$ cat config.mk
export PLATFORM = sky130hd
export DESIGN_NAME = sd_cmd_tx
export DESIGN_NICKNAME = d
export VERILOG_FILES = /design/src/rtl/sd_cmd_tx.sv
export SDC_FILE = /design/constraint.sdc
export NUM_CORES = 1
export LEC_CHECK = 0
export ABC_AREA = 1
export CAP_MARGIN = 40
export CORE_ASPECT_RATIO = 0.8
export CORE_MARGIN = 2
export CORE_UTILIZATION = 28
export DETAILED_ROUTE_END_ITERATION = 12
export PLACE_DENSITY_LB_ADDON = 0.08
export SLEW_MARGIN = 20
export SYNTH_ARGS = -nofsm -noshare
export SYNTH_HDL_FRONTEND = slang
export SYNTH_SLANG_ARGS = --single-unit
$ cat constraint.sdc
create_clock -name clk -period 2.5 [get_ports clk]
set_input_delay 0.5 -clock clk [delete_from_list [all_inputs] [get_ports clk]]
set_output_delay 0.5 -clock clk [all_outputs]
set_load 0.005 [all_outputs]
$ cat src/rtl/sd_cmd_tx.sv
// sd_cmd_tx: SD card CMD-line frame transmitter.
// Builds the 48-bit command frame and shifts it out MSB-first, one bit per clock,
// then enforces an NCC-cycle idle gap before the next frame.
// Optional feature: define SD_CMD_TX_CRC7_EN to build the internal CRC7 generator;
// otherwise bits 7:1 of the frame come from crcin latched at start.
module sd_cmd_tx #(
    parameter int NCC = 8
) (
    input  logic        clk,
    input  logic        reset,
    input  logic        start,
    input  logic [5:0]  cmdidx,
    input  logic [31:0] arg,
    input  logic [6:0]  crcin,
    output logic        cmdout,
    output logic        cmdtsen,
    output logic        tcvcptdone,
    output logic        busy
);

    localparam int GW = (NCC > 1) ? $clog2(NCC) : 1;

    typedef enum logic [1:0] {IDLE, SEND, DONE, GAP} state_t;

    state_t        state_reg, state_next;
    logic [46:0]   shift_reg, shift_next;     // frame bits not yet on the line
    logic [5:0]    bit_cnt_reg, bit_cnt_next; // index of the bit currently driven
    logic [GW-1:0] gap_cnt_reg, gap_cnt_next;
    logic          cmdout_reg, cmdout_next;
    logic          cmdtsen_reg, cmdtsen_next;
    logic          done_reg, done_next;
    logic          busy_reg, busy_next;

    logic [6:0]    crc7;
    logic [47:0]   frame;
    logic          gap_last;
    logic          ready;
    logic          accept;

`ifdef SD_CMD_TX_CRC7_EN
    // CRC7 (x^7+x^3+1, init 0) over start, transmission bit, index and argument,
    // unrolled as a 40-stage combinational chain evaluated at start.
    logic [39:0] crc_data;
    logic [6:0]  crc_chain [0:40];
    logic        crcin_unused;

    assign crc_data     = {2'b01, cmdidx, arg};
    assign crc_chain[0] = 7'd0;
    assign crcin_unused = ^crcin;

    generate
        for (genvar gi = 0; gi < 40; gi++) begin : g_crc
            logic fb;
            assign fb = crc_data[39-gi] ^ crc_chain[gi][6];
            assign crc_chain[gi+1] = {crc_chain[gi][5:0], 1'b0} ^ (fb ? 7'h09 : 7'h00);
        end
    endgenerate

    assign crc7 = crc_chain[40];
`else
    assign crc7 = crcin;
`endif

    assign frame    = {2'b01, cmdidx, arg, crc7, 1'b1};
    assign gap_last = (state_reg == GAP) && (gap_cnt_reg == GW'(NCC - 1));

    // The last gap cycle (or DONE when there is no gap) counts as free, so a
    // start held high is taken exactly NCC clocks after DONE: frames every 49+NCC.
    assign ready  = (state_reg == IDLE) || gap_last ||
                    ((state_reg == DONE) && (NCC == 0));
    assign accept = start && ready;

    // Next-state and next-output logic; all outputs are registered below.
    always_comb begin
        state_next   = state_reg;
        shift_next   = shift_reg;
        bit_cnt_next = bit_cnt_reg;
        gap_cnt_next = gap_cnt_reg;
        cmdout_next  = 1'b1;
        cmdtsen_next = 1'b0;
        done_next    = 1'b0;
        busy_next    = 1'b0;

        case (state_reg)
            IDLE: begin
            end
            SEND: begin
                cmdtsen_next = 1'b1;
                busy_next    = 1'b1;
                if (bit_cnt_reg == 6'd0) begin
                    state_next = DONE;
                    done_next  = 1'b1;
                end else begin
                    cmdout_next  = shift_reg[46];
                    shift_next   = {shift_reg[45:0], 1'b1};
                    bit_cnt_next = bit_cnt_reg - 6'd1;
                end
            end
            DONE: begin
                if (NCC == 0) begin
                    state_next = IDLE;
                end else begin
                    state_next   = GAP;
                    busy_next    = 1'b1;
                    gap_cnt_next = '0;
                end
            end
            GAP: begin
                if (gap_last) begin
                    state_next = IDLE;
                end else begin
                    busy_next    = 1'b1;
                    gap_cnt_next = gap_cnt_reg + GW'(1);
                end
            end
            default: begin
                state_next = IDLE;
            end
        endcase

        if (accept) begin
            state_next   = SEND;
            shift_next   = frame[46:0];
            bit_cnt_next = 6'd47;
            gap_cnt_next = '0;
            cmdout_next  = frame[47];
            cmdtsen_next = 1'b1;
            busy_next    = 1'b1;
        end
    end

    // State and output registers with synchronous active-low reset.
    always_ff @(posedge clk) begin
        if (!reset) begin
            state_reg   <= IDLE;
            shift_reg   <= '0;
            bit_cnt_reg <= '0;
            gap_cnt_reg <= '0;
            cmdout_reg  <= 1'b1;
            cmdtsen_reg <= 1'b0;
            done_reg    <= 1'b0;
            busy_reg    <= 1'b0;
        end else begin
            state_reg   <= state_next;
            shift_reg   <= shift_next;
            bit_cnt_reg <= bit_cnt_next;
            gap_cnt_reg <= gap_cnt_next;
            cmdout_reg  <= cmdout_next;
            cmdtsen_reg <= cmdtsen_next;
            done_reg    <= done_next;
            busy_reg    <= busy_next;
        end
    end

    assign cmdout     = cmdout_reg;
    assign cmdtsen    = cmdtsen_reg;
    assign tcvcptdone = done_reg;
    assign busy       = busy_reg;

endmodule
==> results.md, run 1 <==
* Largest delay contributor family on the critical path: simple AND/OR/NAND/NOR gates
* Nets@finish at 560
* Inserted Diodes at 0
* Final TNS setup at 0 ps
* CTS tree: built
* Mean post-synth cell area at ~7.3 um2
* Dpl cell area at between 0.003 and 0.004 mm2
* Max Cap Viol at 0
* Setup WS post-layout at between 500 and 600 ps
* Vias per std cell at approximately 4.3
* 1st-pass router iterations at 4
* Fin crit share at between 70% and 80%
* DR WL/cell at around 12 um
* Core ar. at 0.01160 mm2
* Worst hold path class: register to register
* CTS buffer count at 9
* Peak supply drop at 0.3178 mV
* Cell area after layout at roughly 0.0042 mm2
* Fraction of layout cells with a size suffix above 1 at 21.65%
* Delay of the slowest critical-path stage at around 360 ps
* Synth Cell Area at 0.003366 mm2
* Initial core utilization at just under 30%
* Vias in the first global route at 2,771
* Leakage power figure at about 1.7 nW
* Setup Fix Bufs, Post-CTS at 0
* Residual DRC at 0
* Fillers at ~1,300
* Synthesis-to-finish area growth at 24.91%
* Worst endpoint required time at roughly 2800 ps
* Clk_lat worst skew at 330 ps
* Startpoint Class: register
* Die height at roughly 100 um
* Max FFs per register at 47
* Final wirelength at 7709 um
* Vias at 2,825
* Die width at ~130 um
* Pin count of the biggest net entering global routing at between 40 and 50
* Fin. max-slew vios at 0
* GR Overflow Total at 0
* DPL Wire Length at approximately 5000 um
* Netlist cell types at 30
* Non-filler instance count after layout at 656
* Buf/Inv on CP at 2
* Initial antenna violation count at 0
* Crit-path cells: inv_1, ha_1, nand3_2, nand2_4, nand2_8, inv_8, nand2_2, a21oi_2
* Post-route ant nets at 0
* Top achievable clock speed at approximately 520 MHz
* Cts repair resizes at 0
* Syn nets at 515
* Setup CP Type: register to register
* Min cycle time layout at 1908 ps
* Detailed Route Iter0 Violations at 117
* Status: finished clean
* Measured slew at the worst slew-check pin at approximately 450 ps
* CP Capture Type: register
* Worst-path fanout max at between 40 and 50
* CP Depth at 8
* H-tree Lvls at 3
* Die ar. at about 0.013 mm2
* Post-synthesis sequential area ratio at a little under two fifths
* Pre-CTS setup slack at between 400 and 500 ps
* Cells after DPL at 640
* Worst reg2reg path depth at 8
* Setup-failing EPs final at 0
* Global placement routability congestion at between 0.6 and 0.7
* # IOs at 52
* Port buffer count at slightly above 50
* RSZ-0062 raised after global routing: false
* Clk_skew at ~5.3 ps
* R2R Path Start: bit_cnt_reg[0]$_SDFFE_PN0P_
* Final Hold Viols at 0
* Post-CTS Hold Buffers at 0
* Gr usage total at between 10 and 15%
* CP max stage cell: inv_8
* Sink Count at 62
* Power per cell area at 928.9 mW/mm2
* Clk buf depth at 2
* Seq cells post-synth at between 60 and 70
* Ys Warns at 0
* WP data arrival at about 2200 ps
* Worst R2R Setup Slack at ~600 ps
* Worst slew margin at between 60% and 70%
* First-pass GRT wire length at 13,280 um
* Reg-to-reg endpoint: shift_reg[34]$_SDFFE_PN0P_
* Post-Synthesis Cells at 458
* Clock root cell: clkbuf_16
* CP startpoint: bit_cnt_reg[0]$_SDFFE_PN0P_
* Crit path to: shift_reg[34]$_SDFFE_PN0P_
* Clock transition at path regs at 50 ps
* Row cnt at 35
cells by family after synthesis:
kind of cell,share of synthesized area (%)
AND/OR/NAND/NOR,35.02
AO/OA/AOI/OAI,14.46
flip-flops,36.88
buffers and inverters,10.00
adder cells (fa/ha/maj),3.346
multiplexers,0.2974
layout make-up:
cell class | count | area, um2 | area share, %
sequential | 62 | 1241 | 29.52
multi-input combinational | 349 | 1788 | 42.53
tap | 148 | 185.2 | 4.405
inverter | 22 | 92.59 | 2.202
clock buffer | 12 | 256.5 | 6.101
clock inverter | 4 | 45.04 | 1.071
timing repair buffer | 59 | 595.6 | 14.17
Yosys cell counts:
cell        n  area [um2]
buf_4       1       7.510
buf_6      10       112.6
nand2_1   196       735.7
buf_12      4       80.08
nand3_2     1       10.01
nand4_1     2       12.51
nand2_8     1       20.02
nor2_2      1       6.260
nand2_4     2       22.52
nor3b_1     1       7.510
o21ai_1     2       10.01
nor2_1     21       78.83
a21oi_2    39       341.6
nand2_2    40       250.2
nor3_1      2       10.01
inv_8       1       11.26
buf_1       1       3.750
clkbuf_1    4       15.01
a31oi_1     2       12.51
buf_2       5       25.02
dfxtp_1    62        1241
a21oi_1    13       65.06
o21bai_1    1       7.510
o21ai_0    10       50.05
nand3_1     5       25.02
inv_2       1       3.750
mux2i_1     1       10.01
inv_1      19       71.32
inv_4       1       6.260
ha_1        9       112.6
power by group:
part / internal, mW / switching [mW] / total [mW]
Sequential: 1.17 / 0.119 / 1.29
Clock: 0.820 / 0.437 / 1.26
Combinational: 0.493 / 0.863 / 1.36
worst min-delay path, cell delays in order, from the launching register on:
cell and delay [ps]:
dfxtp_1 310, nand2_1 60, a21oi_1 50
layout by cell type (no fill, tap or decap), types with 2 or more instances in the layout:
cell,instances
nand2_1,196
dfxtp_1,62
clkdlybuf4s50_1,51
nand2_2,40
a21oi_2,39
nor2_1,21
inv_1,19
a21oi_1,13
o21ai_0,10
ha_1,9
clkbuf_16,9
buf_4,6
nand3_1,5
clkinv_2,3
nand2_4,2
nand4_1,2
a31oi_1,2
o21ai_1,2
nor3_1,2
clkbuf_8,2
buf_12,2
worst min-delay path by stage:
stage | start | end | slack, ps | cells after the start
floorplan | shift_reg[40]$_SDFFE_PN0P_ | shift_reg[40]$_SDFFE_PN0P_ | 440 | 2
global placement | shift_reg[43]$_SDFFE_PN0P_ | shift_reg[43]$_SDFFE_PN0P_ | 450 | 2
detailed placement | shift_reg[43]$_SDFFE_PN0P_ | shift_reg[43]$_SDFFE_PN0P_ | 450 | 2
CTS | shift_reg[43]$_SDFFE_PN0P_ | shift_reg[43]$_SDFFE_PN0P_ | 460 | 2
global route | shift_reg[19]$_SDFFE_PN0P_ | shift_reg[19]$_SDFFE_PN0P_ | 480 | 2
finish | shift_reg[43]$_SDFFE_PN0P_ | shift_reg[43]$_SDFFE_PN0P_ | 460 | 2
stage by stage:
stage	hold slack, ps	power [mW]	utilization (%)
after floorplan	439.0	2.517	-
after global placement	447.3	2.688	33.63
after detailed placement	454.6	2.696	33.63
after CTS	462.9	3.993	36.23
after global routing	475.7	4.224	36.23
final	462.1	3.905	36.23
per-layer routing:
metal  GRT usage (%)  wire length [um]  part of all wire [%]  vias up
met5               0                 0                     0        -
met4           4.565               112                   1.5        0
met3           3.560               390                   5.1       12
met2           20.49              3244                    42       44
met1           16.77              3962                    51     1252
li1                -                 -                     -     1517
Power figures use the tool's default switching activity.
==> inputs of run 2 (changes only) <==
Clock period 2.5 ns to 1.8 ns, I/O delays scaled along.
==> run 2 against run 1 <==
- sequential cell count did not move
- critical endpoint is now shift_reg[42]$_SDFFE_PN0P_
- critical path depth rose by 1
- combinational power rose by 57%
- total power rose by 47%
- global-route usage fell by 0.12 points
- highest routed layer unchanged
==> results.md, run 2 (synthesis results as in run 1) <==
* Final Hold Viols at 0 (unchanged)
* Fin crit share at 91.91% (+16 points)
* Top achievable clock speed at 604.5 MHz (+15%)
* Power per cell area at 1311 mW/mm2 (+41%)
* Startpoint Class: register
* Die width at 126.6 um (unchanged)
* Worst hold path class: register to register
* GR Overflow Total at 0 (unchanged)
* First-pass GRT wire length at 13,100 um (-1.4%)
* Clk buf depth at 2 (unchanged)
* Non-filler instance count after layout at 662 (+0.91%)
* Max FFs per register at 47 (unchanged)
* CTS tree: built
* Most common cell after layout, fill and taps aside: nand2_1
* RSZ-0062 raised after global routing: true
* Comb pwr share at 37.2% (+2.5 points)
* Fillers at 1,205 (-3.6%)
* Die ar. at 0.01292 mm2 (unchanged)
* Synthesis-to-finish area growth at 29.74%
* # IOs at 52 (unchanged)
* Residual DRC at 0 (unchanged)
* Flop pwr share at 31.4% (-1.7 points)
* Worst-path fanout max at 44 (unchanged)
* Setup-failing EPs final at 0 (unchanged)
* Worst slew margin at 76.14% (+6.2 points)
* Max Cap Viol at 0 (unchanged)
* H-tree Lvls at 3 (unchanged)
* Commonest non-fill, non-tap cells in the layout: nand2_1, dfxtp_1, clkdlybuf4s50_1
* Total Power at 5.725 mW (+47%)
* Peak supply drop at 0.5528 mV (+74%)
* Clk_lat worst skew at 330 ps (about the same)
* Cells after DPL at 645 (+0.78%)
* Gr usage total at 12.71% (-0.12 points)
* 1st-pass router iterations at 5 (+1)
* WP data arrival at 1910 ps (-260 ps)
* Row cnt at 35 (unchanged)
* Setup WS post-layout at 145.7 ps (-446.4 ps)
* Core ar. at 0.01160 mm2 (unchanged)
* Measured slew at the worst slew-check pin at 354.1 ps (-96.06 ps)
* Vias at 2,843 (+0.64%)
* Status: finished clean
* Fraction of layout cells with a size suffix above 1 at 22.96% (+1.3 points)
* Vias in the first global route at 2,725 (-1.7%)
* Pre-CTS setup slack at 53.50 ps (-438.8 ps)
* Clock root cell: clkbuf_16
* Vias per std cell at 4.295 (-0.27%)
* Pint at 3.682 mW (+48%)
* DR WL/cell at 12.07 um (+2.7%)
* Clk_skew at 9.008 ps (+3.683 ps)
* Fin. max-slew vios at 0 (unchanged)
* Nets@finish at 567 (+1.3%)
* Detailed Route Iter0 Violations at 142 (+21%)
* Final TNS setup at 0 ps (unchanged)
* Psw at 2.042 mW (+44%)
* Port buffer count at 51 (unchanged)
* Sw Ratio at 35.68% (-0.67 points)
* Initial core utilization at 29.00% (unchanged)
* Reg area at 0.001241 mm2 (unchanged)
* Leakage power figure at 1.800 nW (+3.9%)
* Multi-input logic area at 0.001802 mm2 (+0.77%)
* Final wirelength at 7989 um (+3.6%)
* CP Capture Type: register
* DPL Wire Length at 5080 um (+0.61%)
* Clock power share at 31.4% (-0.8 points)
* Clock transition at path regs at 50 ps (about the same)
* Inserted Diodes at 0 (unchanged)
* Pin count of the biggest net entering global routing at 45 (unchanged)
* Die height at 102.1 um (unchanged)
* Initial antenna violation count at 0 (unchanged)
* WHS at 462.5 ps (+0.4470 ps)
* Min cycle time layout at 1654 ps (-253.6 ps)
* Sink Count at 62 (unchanged)
* Post-route ant nets at 0 (unchanged)
* CTS buffer count at 9 (unchanged)
* Global placement routability congestion at 0.7207 (+3.4%)
* Worst endpoint required time at 2050 ps (-710 ps)
* Setup CP Type: register to register
==> run 2: worst max-delay path, cell delays in order, from the launching register on <==
cell,delay [ps]
dfxtp_1,320
ha_1,200
ha_1,200
nand2_1,100
nand2_2,90
nand2_8,130
nand2_8,110
inv_16,210
nand2_1,80
a21oi_1,130
==> run 2: through the flow <==
step           cell area [um2]  utilization (%)
2_1_floorplan             3366                -
3_3_place_gp              3990            34.38
3_5_place_dp              3990            34.38
4_1_cts                   4294            37.00
5_1_grt                   4367            37.63
6_report                  4367            37.63
==> run 2: final timing paths <==
| path | to | startpoint | cells past startpoint | slack [ps] |
|---|---|---|---|---|
| worst min-delay path | shift_reg[23]$_SDFFE_PN0P_ | shift_reg[23]$_SDFFE_PN0P_ | 2 | 460 |
| worst min register to register | shift_reg[23]$_SDFFE_PN0P_ | shift_reg[23]$_SDFFE_PN0P_ | 2 | 460 |
| worst max register to register | shift_reg[42]$_SDFFE_PN0P_ | gap_cnt_reg[0]$_SDFFE_PP0P_ | 9 | 150 |
| worst max-delay path | shift_reg[42]$_SDFFE_PN0P_ | gap_cnt_reg[0]$_SDFFE_PP0P_ | 9 | 150 |
==> run 2: layout make-up <==
type                            instances  area share (%)
Tap cell                              148           4.241
Clock inverter                          5           1.719
Clock buffer                           10           5.244
Sequential cell                        62           28.42
Inverter                               22           2.321
Timing Repair Buffer                   66           16.79
Multi-Input combinational cell        349           41.26
==> run 2: what timing repair did <==
action                     CTS  global route
setup buffers                0             0
setup endpoints to repair    0            49
hold buffers                 0             0
gates resized for setup      0             6
hold endpoints to repair     0             0
==> run 2: power by group through the flow <==
stage / Sequential, mW / Combinational, mW / Clock [mW]
2_1_floorplan: 1.79 / 1.71 / 0
3_3_place_gp: 1.82 / 2.05 / 0
3_5_place_dp: 1.82 / 2.05 / 0
4_1_cts: 1.80 / 2.05 / 1.87
5_1_grt: 1.83 / 2.41 / 1.92
6_report: 1.80 / 2.13 / 1.80
==> run 2: layer usage <==
layer | global-route usage (%) | vias up | wire length (um)
li1 | - | 1530 | -
met1 | 16.87 | 1251 | 4139
met5 | 0 | - | 0
met3 | 4.293 | 7 | 410
met4 | 4.311 | 0 | 93
met2 | 19.46 | 55 | 3345
